===== src/rtl/tdc_frame_packer.sv =====
// Packs a CTR_NUMBER x 10-bit snapshot into a byte stream frame:
// header, sequence number, hi/lo byte per channel, then a modulo-256 checksum.
module tdc_frame_packer #(
  parameter int unsigned CTR_NUMBER = 16,
  parameter logic [7:0]  HDR_BYTE   = 8'hA5
) (
  input  logic                    clk,
  input  logic                    rst,
  input  logic [10*CTR_NUMBER-1:0] in_data,
  input  logic                    in_valid,
  output logic [7:0]              out_byte,
  output logic                    out_stb,
  input  logic                    out_rdy,
  output logic                    busy,
  output logic [7:0]              seq_num,
  output logic [7:0]              overrun_cnt
);

  localparam int unsigned ChW = (CTR_NUMBER > 1) ? $clog2(CTR_NUMBER) : 1;
  localparam logic [ChW-1:0] ChLast = ChW'(CTR_NUMBER - 1);

  typedef enum logic [2:0] {
    StIdle,
    StHdr,
    StSeq,
    StDhi,
    StDlo,
    StCsum
  } state_e;

  state_e                       state_q;
  logic [CTR_NUMBER-1:0][9:0]   snap_q;
  logic [ChW-1:0]               ch_q;
  logic [7:0]                   csum_q;
  logic [7:0]                   seq_q;
  logic [7:0]                   ovr_q;
  logic [7:0]                   byte_q;
  logic                         stb_q;

  logic           accept;
  logic           capture;
  logic [ChW-1:0] ch_nxt;

  assign accept  = stb_q & out_rdy;
  // A new snapshot is taken when idle, or when the checksum byte leaves this cycle.
  assign capture = in_valid & ((state_q == StIdle) | ((state_q == StCsum) & accept));
  assign ch_nxt  = ch_q + ChW'(1);

  always_ff @(posedge clk) begin
    if (rst) begin
      state_q <= StIdle;
      snap_q  <= '0;
      ch_q    <= '0;
      csum_q  <= '0;
      seq_q   <= '0;
      ovr_q   <= '0;
      byte_q  <= '0;
      stb_q   <= 1'b0;
    end else begin
      if (accept) begin
        csum_q <= csum_q + byte_q;
      end
      if (in_valid && !capture && (ovr_q != 8'hFF)) begin
        ovr_q <= ovr_q + 8'd1;
      end
      if (capture) begin
        snap_q  <= in_data;
        seq_q   <= seq_q + 8'd1;
        csum_q  <= '0;
        ch_q    <= '0;
        state_q <= StHdr;
        byte_q  <= HDR_BYTE;
        stb_q   <= 1'b1;
      end else if (accept) begin
        unique case (state_q)
          StHdr: begin
            state_q <= StSeq;
            byte_q  <= seq_q;
          end
          StSeq: begin
            state_q <= StDhi;
            byte_q  <= {6'b0, snap_q[ch_q][9:8]};
          end
          StDhi: begin
            state_q <= StDlo;
            byte_q  <= snap_q[ch_q][7:0];
          end
          StDlo: begin
            if (ch_q == ChLast) begin
              state_q <= StCsum;
              // Checksum so far plus the low byte being accepted right now.
              byte_q  <= csum_q + byte_q;
            end else begin
              state_q <= StDhi;
              ch_q    <= ch_nxt;
              byte_q  <= {6'b0, snap_q[ch_nxt][9:8]};
            end
          end
          default: begin
            state_q <= StIdle;
            byte_q  <= '0;
            stb_q   <= 1'b0;
          end
        endcase
      end
    end
  end

  assign out_byte    = byte_q;
  assign out_stb     = stb_q;
  assign busy        = (state_q != StIdle);
  assign seq_num     = seq_q;
  assign overrun_cnt = ovr_q;

endmodule


===== config.mk =====
export PLATFORM = sky130hd
export DESIGN_NAME = tdc_frame_packer
export DESIGN_NICKNAME = d
export VERILOG_FILES = /design/src/rtl/tdc_frame_packer.sv
export SDC_FILE = /design/constraint.sdc
export NUM_CORES = 1
export LEC_CHECK = 0
export BUFFER_PORTS_ARGS = -buffer_cell sky130_fd_sc_hd__buf_4
export CAP_MARGIN = 30
export CORE_ASPECT_RATIO = 1.75
export CORE_MARGIN = 8
export CORE_UTILIZATION = 51
export CTS_BUF_LIST = sky130_fd_sc_hd__clkbuf_4 sky130_fd_sc_hd__clkbuf_8
export DETAILED_ROUTE_END_ITERATION = 7
export GPL_TIMING_DRIVEN = 1
export PLACE_DENSITY = 0.78
export SYNTH_ARGS = -nofsm -noshare
export SYNTH_HDL_FRONTEND = slang
export SYNTH_SLANG_ARGS = --single-unit

===== constraint.sdc =====
create_clock -name clk -period 2.3 [get_ports clk]
set_input_delay 0.46 -clock clk [delete_from_list [all_inputs] [get_ports clk]]
set_output_delay 0.46 -clock clk [all_outputs]
set_load 0.02 [all_outputs]

# == Word-level counts from Yosys, hierarchy flattened ==
# Cells that the tools add are included.
# totals
out_inout_bits,26
ff_bits,200
# classes
order_cmp,2
bitwise,5
n_reduce_logical,10
n_addsub,4
muxes,15
n_eq_ne,8
# ops
operator,count
binary-select mux 10 bit (select 4 bit),2
case mux 8 bit (4 select lines),1
two-way mux 8 bit,3
two-way mux 10 bit,2
"adder 8 x 1 -> 8 bit, second input constant",2
case mux 3 bit (4 select lines),1
"< comparator 4 x 5 -> 1 bit, second input constant",2
adder 8 bit,1
"!= test 8 bit, second input constant",1
"equality test 3 x 2 -> 1 bit, second input constant",2
"equality test 3 bit, second input constant",2
two-way mux 1 bit,5
"adder 4 x 1 -> 4 bit, second input constant",1
"equality test 4 bit, second input constant",1
OR reduction 4 bit,1
bitwise AND 1 bit,3
"equality test 3 x 1 -> 1 bit, second input constant",1
logical NOT 3 bit,1
two-way mux 3 bit,1
AND reduction 3 bit,1
nonzero test 3 bit,1
logical AND 1 bit,2
"!= test 2 x 1 -> 1 bit, second input constant",1
AND reduction 2 bit,1
5 further kinds,5

# == Depth between registers and ports, before layout ==
# Gate-level depths: netlist (run 1).
# logic_depth
word_depth,7
ltp_mapped,9

# == Worst setup path before layout (run 1) ==
# No wires, ideal clock.
# synth_timing
path_type,reg-to-reg
start,reg ch_q[1]
end,"reg byte_q[0], in the netlist out_byte[0]"
slack_ps,183
setup_time_ps,120
path_stages_with_launch,9
required_time_ps,2180
t_arrival_ps,1997
period_less_slack_ps,2117
cell_sequence,dfxtp_1 > ha_1 > clkbuf_1 > mux4_2 > nor2b_1 > a211oi_1 > a21oi_1 > and2_1 > o31a_1
# synth_via
elab_chain_cells,7
word_cells_on_any_way,10
# synth_rtl
element,line_no,source
start: declaration,33,logic [ChW-1:0] ch_q;
start signal: assignment,95,ch_q <= ch_nxt;
adder 4 x 1 -> 4 bit,47,assign ch_nxt = ch_q + ChW'(1);
named net ch_nxt[1],42,logic [ChW-1:0] ch_nxt;
binary-select mux 10 bit (select 4 bit),96,"byte_q <= {6'b0, snap_q[ch_nxt][9:8]};"
two-way mux 10 bit (not written as such),96,
two-way mux 8 bit,89,if (ch_q == ChLast) begin
case mux 8 bit (4 select lines),75,unique case (state_q)
two-way mux 8 bit,74,end else if (accept) begin
two-way mux 8 bit,66,if (capture) begin
end signal: assignment,78,byte_q <= seq_q;
end signal: assignment,82,"byte_q <= {6'b0, snap_q[ch_q][9:8]};"
end signal: assignment,92,byte_q <= csum_q + byte_q;
end: declaration,37,logic [7:0] byte_q;
# The timed path passes the listed nets, and every way through them passes these cells. The select of a mux whose other input is x is not followed.
# A chain may end at the register's enable or synchronous reset.

# == Final worst setup path (run 1) ==
# layout_timing
start,"reg byte_q[0], in the netlist out_byte[0]"
end,"reg byte_q[4], in the netlist out_byte[4]"
# layout_via
elab_chain_cells,3
# layout_rtl
element,line_no,source
start signal: assignment,78,
start signal: assignment,82,
start signal: assignment,86,byte_q <= snap_q[ch_q][7:0];
adder 8 bit,92,
two-way mux 8 bit,89,
case mux 8 bit (4 select lines),75,
# No other way between the ends.

==> flow_summary_export.csv, run 1 <==
group,metric,value,unit
worst_hold_path,holdPathEnd,"snap_q[6]",
critical_path,path_depth,9,
timing,skew,0.0179,ns
floorplanning,dieArea,22600,µm²
clocking,root_buffer,"clkbuf_8",
critical_path,path_max_fanout,4,
floorplanning,initial_utilization,0.513,
final_layout,post-route-cell-area,11300,µm²
route,wl_met1,9.51,mm
critical_path,cp.required,2.67,ns
worst_hold_path,hold-path-cell-count,3,
synth,async_flop_share,0,
critical_path,crit_buf_inv,1,
placement,dp_hpwl,20.6,mm
global_route,antenna_found_initial,1,
synth,synth_cell_types,53,
clocking,clk_pin_slew,0.11,ns
placement,port_buffers,189,
timing,slew_violations,0,
floorplanning,num_io_pins,190,
timing,setup_violations,0,
route,drt-initial-drc-count,657,
route,via_per_inst,5.66,
clocking,clock_latency,0.48,ns
global_route,grt_pass1_vias,8189,
critical_path,worst_setup_path_start_kind,"flip-flop",
global_route,grt_start_max_net_pins,100,
synth,syn-num-nets,1234,
critical_path,reg2reg_to,"out_byte[4]",
worst_hold_path,hp-start,"in_data[6]",
route,ant_nets,0,
floorplanning,core_area,17800,µm²
critical_path,critPathTopFamily,"adder cells",
timing,max_slew.worst_pin.slew,0.626,ns
final_layout,layout-drive-gt1-share,0.252,
timing,hold_viol,0,
synth,synth_edf_count,0,
route,wl_met2,14.3,mm
route,drc,0,
timing,post-route-period-util,0.960,
synth,synth_most_common_cell,"nand2_1",
critical_path,max_stage_delay,0.40,ns
synth,synth_seq_cells,200,
critical_path,cp_slowest_cell,"dfxtp_1",
pwr,powerDensity,652,nW/µm²
worst_hold_path,hp-class,"input pin to flip-flop",
clocking,htreeDepth,4,
synth,synth_warnings,0,
critical_path,reg2reg_from,"out_byte[0]",
critical_path,reg2reg_slack,0.09,ns
final_layout,seqCellArea,4010,µm²
critical_path,crit_chain,"ha_1 -> inv_1 -> fa_1 -> nor2b_1 -> o21ai_0 -> nand2_1 -> xor2_1 -> a222oi_1 -> a221oi_1",
route,drtPass1Iterations,5,
global_route,grt_overflow_total,0,
timing,slew_headroom,0.579,
global_route,grt_pass1_wl,42.4,mm
synth,synth_common_cells,"nand2_1 (358), dfxtp_1 (200), a21oi_1 (182), clkbuf_1 (51), mux4_2 (47)",
placement,gp_congestion,0.942,
critical_path,crit_type,"flip-flop to flip-flop",
pwr,ir_worst_vdd,0.000518,V
floorplanning,die_w,117,µm
synth,netlist_area,9130,µm²
final_layout,nets,1394,
timing,worst_slack,0.0930,ns
floorplanning,fp.dieH,193,µm
final_layout,fillers,1488,
timing,fin_crit,2.21,ns
placement,place_area,10900,µm²
timing,max_freq,0.453,GHz
placement,dpl_worst_slack,0.131,ns
route,routed_wl,27.4,mm
clocking,cts.sinks,200,
final_layout,area_delta_synth_final,23.5,%
route,wl_met3,1.78,mm
floorplanning,rows,65,
flow_run,drv_cap,0,
synth,syn_avg_cell_area,8.62,µm²
route,top_layer,"met4",
synth,synth_largest_area_cell,"dfxtp_1",
clocking,clockBufferDepth,2,
clocking,cts_tree,"built",
synth,yosys-top-cells-area,"dfxtp_1 (44%), nand2_1 (15%), mux4_2 (12%)",
route,wire_per_inst,18.7,µm
clocking,cts_inserted_buffers,17,
critical_path,endpoint_kind,"flip-flop",
final_layout,multiInputGateArea,4740,µm²
critical_path,r2r_cells,9,
clocking,postCtsSetupBuffers,0,
timing,rsz0062_at_grt,"yes",
synth,yosys_most_used_dff,"dfxtp_1",
synth,synth-seq-area-share,0.438,
status,status,"finished clean",
synth,yosys.area.top_type_share,0.438,
synth,syn_inst,1059,
pwr,p_leak,4.40,nW
route,dr_total_vias,8301,
critical_path,critical_path_arrival,2.58,ns
global_route,grt_use_total,0.246,
routing by layer:
layer  vias up  global-route usage
li1       3953                   -
met1      3871               0.259
met2       376               0.427
met3       101              0.0430
met4         0               0.180
met5         -                   0
flip-flops by register name, summed over array words and instances, names as in the netlist:
register,flops
csum_q,8
overrun_cnt,8
ch_q,4
seq_num,8
snap_q,160
state_q,3
out_byte,8
out_stb,1
worst min-delay path: cells and delay by family:
family                 cells  cell delay (ns)
buffers and inverters      1             0.11
AND/OR/NAND/NOR            1             0.04
AO/OA/AOI/OAI              1             0.05
cells by family after synthesis:
| family | after synthesis | synth area share |
|---|---|---|
| AO/OA/AOI/OAI | 230 | 0.138 |
| buffers and inverters | 88 | 0.0448 |
| flip-flops | 200 | 0.438 |
| multiplexers | 68 | 0.146 |
| XOR/XNOR | 25 | 0.0240 |
| adder cells (fa/ha/maj) | 11 | 0.0159 |
| AND/OR/NAND/NOR | 437 | 0.193 |
stage by stage:
step	power, mW	cells	hold slack, ns	utilization	TNS (ns)
finish	7.36	1466	0.213	0.633	0
global route	7.65	1466	0.200	0.633	-0.00559
CTS	7.38	1465	0.202	0.633	0
detailed placement	5.08	1434	0.446	0.609	0
global placement	5.06	1434	0.441	0.609	0
floorplan	4.52	1059	0.432	-	0
final cells by class:
type / count / share of cell area
sequential: 200 / 0.355
clock buffer: 17 / 0.0207
tap: 234 / 0.0260
clock inverter: 14 / 0.0160
timing repair buffer: 224 / 0.159
antenna: 1 / 0.000222
multi-input combinational: 771 / 0.421
inverter: 5 / 0.00166
report_power, final:
group | internal, mW | total [mW] | switching (mW)
Sequential | 3.68 | 3.85 | 0.166
Clock | 1.01 | 2.34 | 1.33
Combinational | 0.547 | 1.17 | 0.622
cell usage in the layout (no fill, tap or decap), types with 11 or more instances in the layout:
| master | count |
|---|---|
| mux2i_1 | 15 |
| nand2_1 | 358 |
| a21oi_1 | 182 |
| xor2_1 | 13 |
| xnor2_1 | 12 |
| dfxtp_1 | 198 |
| nor2_1 | 31 |
| nand3_1 | 11 |
| clkbuf_8 | 17 |
| buf_4 | 214 |
| mux4_2 | 47 |
how the worst max path moves through the flow:
stage	startpoint	end	slack, ns
global placement	ch_q[0]	out_byte[1]	0.17
CTS	ch_q[1]	out_byte[7]	0.11
floorplan	ch_q[1]	out_byte[0]	0.18
global route	ch_q[0]	out_byte[1]	-0.006
detailed placement	ch_q[1]	out_byte[7]	0.13
finish	out_byte[0]	out_byte[4]	0.09
timing repair:
item                       in CTS  in global routing
hold buffers                    0                  0
setup endpoints to repair       0                  2
gates resized for setup         0                  2
Power figures use the tool's default switching activity.
==> run 2: changes to the inputs <==
==> constraint.sdc (replaced) <==
create_clock -name clk -period 2.3 [get_ports clk]
set_input_delay 0.46 -clock clk [delete_from_list [all_inputs] [get_ports clk]]
set_output_delay 0.46 -clock clk [all_outputs]
set_load 0.1 [all_outputs]
==> flow_summary_export.csv, run 2 (same netlist as run 1, synthesis figures left out) <==
group,metric,value,unit
clocking,ctsHoldBuffers,0,
timing,skew,0.0184,ns
timing,hold_viol,0,
clocking,clk_pin_slew,0.11,ns
floorplanning,rows,65,
critical_path,cp-startpoint,"ch_q[1]",
route,ant_nets,0,
timing,rsz0062_at_grt,"no",
pwr,p_switching,2.24,mW
flow_run,drv_cap,0,
final_layout,layoutNonFillerInstCount,1460,
placement,place_area,10800,µm²
route,drc,0,
critical_path,path_max_fanout,9,
final_layout,largest_reg_flops,160,
clocking,root_buffer,"clkbuf_8",
pwr,clock_power_share,0.301,
placement,dp.cells,1428,
final_layout,nets,1388,
placement,port_buffers,189,
global_route,grt_pass1_vias,8184,
placement,dpl_worst_slack,0.0358,ns
timing,max_freq,0.457,GHz
timing,slew_violations,0,
final_layout,post-route-cell-area,11200,µm²
pwr,combPwrFrac,0.172,
critical_path,cp.required,2.66,ns
clocking,cts.sinks,200,
timing,max_slew.worst_pin.slew,0.638,ns
worst_hold_path,hp-class,"input pin to flip-flop",
clocking,clockBufferDepth,2,
final_layout,layout-drive-gt1-share,0.255,
final_layout,area_delta_synth_final,22.6,%
critical_path,crit_type,"flip-flop to flip-flop",
route,drt-initial-drc-count,672,
pwr,ir_worst_vdd,0.000344,V
critical_path,critical_path_arrival,2.55,ns
final_layout,diodes,0,
global_route,grt_use_total,0.242,
pwr,seq_power_share,0.527,
global_route,grt_pass1_wl,41.8,mm
critical_path,reg2reg_from,"ch_q[1]",
final_layout,layout_commonest_cell,"nand2_1",
floorplanning,die_w,117,µm
route,drtPass1Iterations,5,
clocking,htreeDepth,4,
pwr,swShare,0.307,
floorplanning,fp.dieH,193,µm
floorplanning,initial_utilization,0.513,
clocking,cts_tree,"built",
timing,fin_crit,2.19,ns
timing,worst_slack,0.111,ns
worst_hold_path,hp-start,"in_data[27]",
global_route,antenna_found_initial,0,
pwr,p_leak,4.35,nW
final_layout,final_cell_mix,"nand2_1 (358), buf_4 (209), dfxtp_1 (190)",
pwr,power,7.30,mW
route,wire_per_inst,18.6,µm
floorplanning,dieArea,22600,µm²
clocking,clock_latency,0.48,ns
critical_path,worst_setup_path_start_kind,"flip-flop",
global_route,grt_overflow_total,0,
pwr,p_int,5.05,mW
timing,slew_headroom,0.572,
status,status,"finished clean",
placement,gp_congestion,0.914,
timing,setup_violations,0,
pwr,powerDensity,652,nW/µm²
timing,post-route-period-util,0.952,
global_route,grt_start_max_net_pins,140,
route,routed_wl,27.1,mm
clocking,cts_inserted_buffers,17,
floorplanning,num_io_pins,190,
placement,dp_hpwl,20.3,mm
route,dr_total_vias,8245,
critical_path,endpoint_kind,"flip-flop",
final_layout,largest_register,"snap_q",
floorplanning,core_area,17800,µm²
route,via_per_inst,5.65,
[run 2: cell count changes in the layout (fill, tap and decap cells not counted), sizes merged]
cell	before	now
diode	1	0
buf	224	218
clkinv	4	5
clkinvlp	2	1
clkbuf	17	19
inv	11	12
bufinv	2	0
[run 2: layout make-up]
type / instances / area, µm²
Fill cell: 1535 / 6610
Clock inverter: 13 / 129
Clock buffer: 19 / 255
Multi-Input combinational cell: 771 / 4740
Tap cell: 234 / 293
Inverter: 5 / 18.8
Timing Repair Buffer: 218 / 1740
Sequential cell: 200 / 4020
[run 2: what timing repair did]
action                                  4_1_cts  5_1_grt
setup buffers                                 0        0
endpoints found under the setup margin        0        3
gates resized for setup                       0        4
[run 2: final timing paths]
path	to	slack, ns	depth (start not counted)
worst max register to register	out_byte[0]	0.11	7
worst min-delay path	snap_q[27]	0.22	3
worst max-delay path	out_byte[0]	0.11	7
worst min register to register	snap_q[11]	0.46	2
[run 2: layer usage]
metal  up-vias  track usage  part of all wire
li1       3948            -                 -
met1      3880        0.256              0.36
met2       318        0.422              0.52
met3        99       0.0430             0.051
met4         0        0.169             0.068
met5         -            0                 0
[run 2: per-stage QoR]
| stage | utilization | hold WS, ns | setup TNS, ns |
|---|---|---|---|
| floorplan | - | 0.432 | -0.0180 |
| global placement | 0.607 | 0.438 | 0 |
| detailed placement | 0.607 | 0.447 | 0 |
| CTS | 0.628 | 0.201 | 0 |
| global route | 0.629 | 0.200 | 0 |
| finish | 0.629 | 0.221 | 0 |
[run 2: worst max-delay path, stage by stage (launching register included)]
cell,delay (ns)
dfxtp_4,0.40
ha_2,0.47
mux4_2,0.33
nor2b_1,0.15
a211oi_1,0.22
a21oi_1,0.06
and2_1,0.17
o31a_1,0.28
[run 2: power by group through the flow]
| stage | logic [mW] | clock network, mW | registers, mW |
|---|---|---|---|
| 2_1_floorplan | 0.670 | 0 | 3.97 |
| 3_3_place_gp | 1.23 | 0 | 3.91 |
| 3_5_place_dp | 1.25 | 0 | 3.92 |
| 4_1_cts | 1.25 | 2.22 | 3.84 |
| 5_1_grt | 1.35 | 2.36 | 3.87 |
| 6_report | 1.25 | 2.20 | 3.85 |
==> run 3: changes to the inputs <==
--- a/config.mk
+++ b/config.mk
@@ -13,7 +13,7 @@
 export CTS_BUF_LIST = sky130_fd_sc_hd__clkbuf_4 sky130_fd_sc_hd__clkbuf_8
 export DETAILED_ROUTE_END_ITERATION = 7
 export GPL_TIMING_DRIVEN = 1
-export PLACE_DENSITY = 0.78
+export PLACE_DENSITY = 0.87
 export SYNTH_ARGS = -nofsm -noshare
 export SYNTH_HDL_FRONTEND = slang
 export SYNTH_SLANG_ARGS = --single-unit
==> flow_summary_export.csv, run 3 (same netlist as run 1, synthesis figures left out) <==
group,metric,value,unit
route,dr_total_vias,8334,
timing,hold_viol,0,
timing,worst_slack,0.0903,ns
timing,post-route-period-util,0.961,
placement,port_buffers,189,
floorplanning,rows,65,
final_layout,area_delta_synth_final,24.1,%
critical_path,path_max_fanout,10,
critical_path,reg2reg_slack,0.09,ns
route,ant_nets,0,
clocking,clockBufferDepth,2,
timing,fin_crit,2.21,ns
clocking,htreeDepth,4,
final_layout,largest_register,"snap_q",
clocking,cts_inserted_buffers,17,
final_layout,layout_commonest_cell,"nand2_1",
flow_run,drv_cap,0,
placement,place_area,10900,µm²
global_route,grt_pass1_vias,8500,
placement,dp.cells,1431,
placement,dpl_worst_slack,0.111,ns
pwr,powerDensity,672,nW/µm²
timing,skew,0.0179,ns
clocking,cts_tree,"built",
floorplanning,initial_utilization,0.513,
global_route,grt_start_max_net_pins,94,
clocking,root_buffer,"clkbuf_8",
timing,max_freq,0.453,GHz
pwr,p_leak,4.40,nW
critical_path,reg2reg_to,"out_byte[2]",
clocking,cts_resized,0,
route,routed_wl,27.8,mm
clocking,clock_latency,0.48,ns
pwr,p_switching,2.26,mW
critical_path,cp-startpoint,"ch_q[1]",
route,via_per_inst,5.68,
pwr,seq_power_share,0.505,
timing,setup_violations,0,
critical_path,timing.critical_path.to,"out_byte[2]",
critical_path,endpoint_kind,"flip-flop",
critical_path,reg2reg_from,"ch_q[1]",
route,wire_per_inst,18.9,µm
global_route,grt_pass1_wl,42.4,mm
clocking,cts.sinks,200,
clocking,clk_pin_slew,0.12,ns
route,drtPass1Iterations,7,
final_layout,final_cell_mix,"nand2_1 (358), buf_4 (209), dfxtp_1 (190)",
route,drt-initial-drc-count,705,
final_layout,post-route-cell-area,11300,µm²
global_route,grt_overflow_total,0,
critical_path,r2r_cells,6,
timing,slew_violations,0,
clocking,ctsHoldBuffers,0,
floorplanning,dieArea,22600,µm²
global_route,antenna_found_initial,3,
floorplanning,die_w,117,µm
critical_path,cp.required,2.66,ns
status,status,"finished clean",
global_route,grt_use_total,0.247,
placement,dp_hpwl,20.8,mm
pwr,swShare,0.296,
floorplanning,fp.dieH,193,µm
pwr,clock_power_share,0.326,
route,drc,0,
pwr,combPwrFrac,0.170,
floorplanning,num_io_pins,190,
final_layout,nets,1391,
pwr,ir_worst_vdd,0.000456,V
worst_hold_path,hp-class,"input pin to flip-flop",
final_layout,layoutNonFillerInstCount,1466,
pwr,p_int,5.36,mW
final_layout,layout-drive-gt1-share,0.257,
timing,slew_headroom,0.618,
critical_path,critical_path_arrival,2.57,ns
critical_path,crit_type,"flip-flop to flip-flop",
timing,rsz0062_at_grt,"no",
placement,gp_congestion,0.904,
timing,max_slew.worst_pin.slew,0.569,ns
final_layout,largest_reg_flops,160,
floorplanning,core_area,17800,µm²
critical_path,worst_setup_path_start_kind,"flip-flop",
clocking,postCtsSetupBuffers,0,
[run 3: through the flow]
step / TNS, ns / power, mW / hold WS (ns) / utilization
after global placement: 0 / 5.16 / 0.439 / 0.611
final: 0 / 7.62 / 0.216 / 0.636
after CTS: 0 / 7.61 / 0.205 / 0.636
after global routing: 0 / 7.90 / 0.199 / 0.636
after detailed placement: 0 / 5.19 / 0.443 / 0.611
after floorplan: -0.0180 / 4.64 / 0.432 / -
[run 3: worst min path at each step]
stage	depth (start not counted)	endpoint	from
after global placement	2	snap_q[84]	snap_q[84]
after detailed placement	2	snap_q[147]	snap_q[147]
after CTS	3	snap_q[15]	in_data[15]
final	3	snap_q[15]	in_data[15]
after floorplan	2	snap_q[102]	snap_q[102]
after global routing	3	snap_q[81]	in_data[81]
[run 3: cell type report]
class,instances,area [µm²]
diodes,3,7.51
clock buffers,17,234
clock inverters,15,211
fillers,1402,6480
inverters,5,18.8
multi-input cells,771,4740
flip-flops and latches,200,4020
well taps,234,293
repair buffers,221,1810
[run 3: per-layer routing]
| metal | up-vias | part of all wire | wire length [µm] | GRT usage |
|---|---|---|---|---|
| li1 | 3946 | - | - | - |
| met1 | 3918 | 0.34 | 9370 | 0.251 |
| met2 | 364 | 0.54 | 14900 | 0.443 |
| met3 | 106 | 0.061 | 1680 | 0.0483 |
| met4 | 0 | 0.065 | 1800 | 0.163 |
| met5 | - | 0 | 0 | 0 |
[run 3: critical path, stage by stage, from the launching register on]
cell	delay (ns)
dfxtp_2	0.49
mux4_1	0.59
mux4_2	0.48
a222oi_1	0.28
nor2_1	0.07
a21oi_1	0.11
a21oi_1	0.08
[run 3: power by group through the flow]
stage / Combinational, mW / Clock, mW / Sequential [mW]
after CTS: 1.29 / 2.49 / 3.84
after global routing: 1.39 / 2.64 / 3.86
after detailed placement: 1.28 / 0 / 3.91
after global placement: 1.25 / 0 / 3.90
final: 1.29 / 2.48 / 3.84
after floorplan: 0.670 / 0 / 3.97
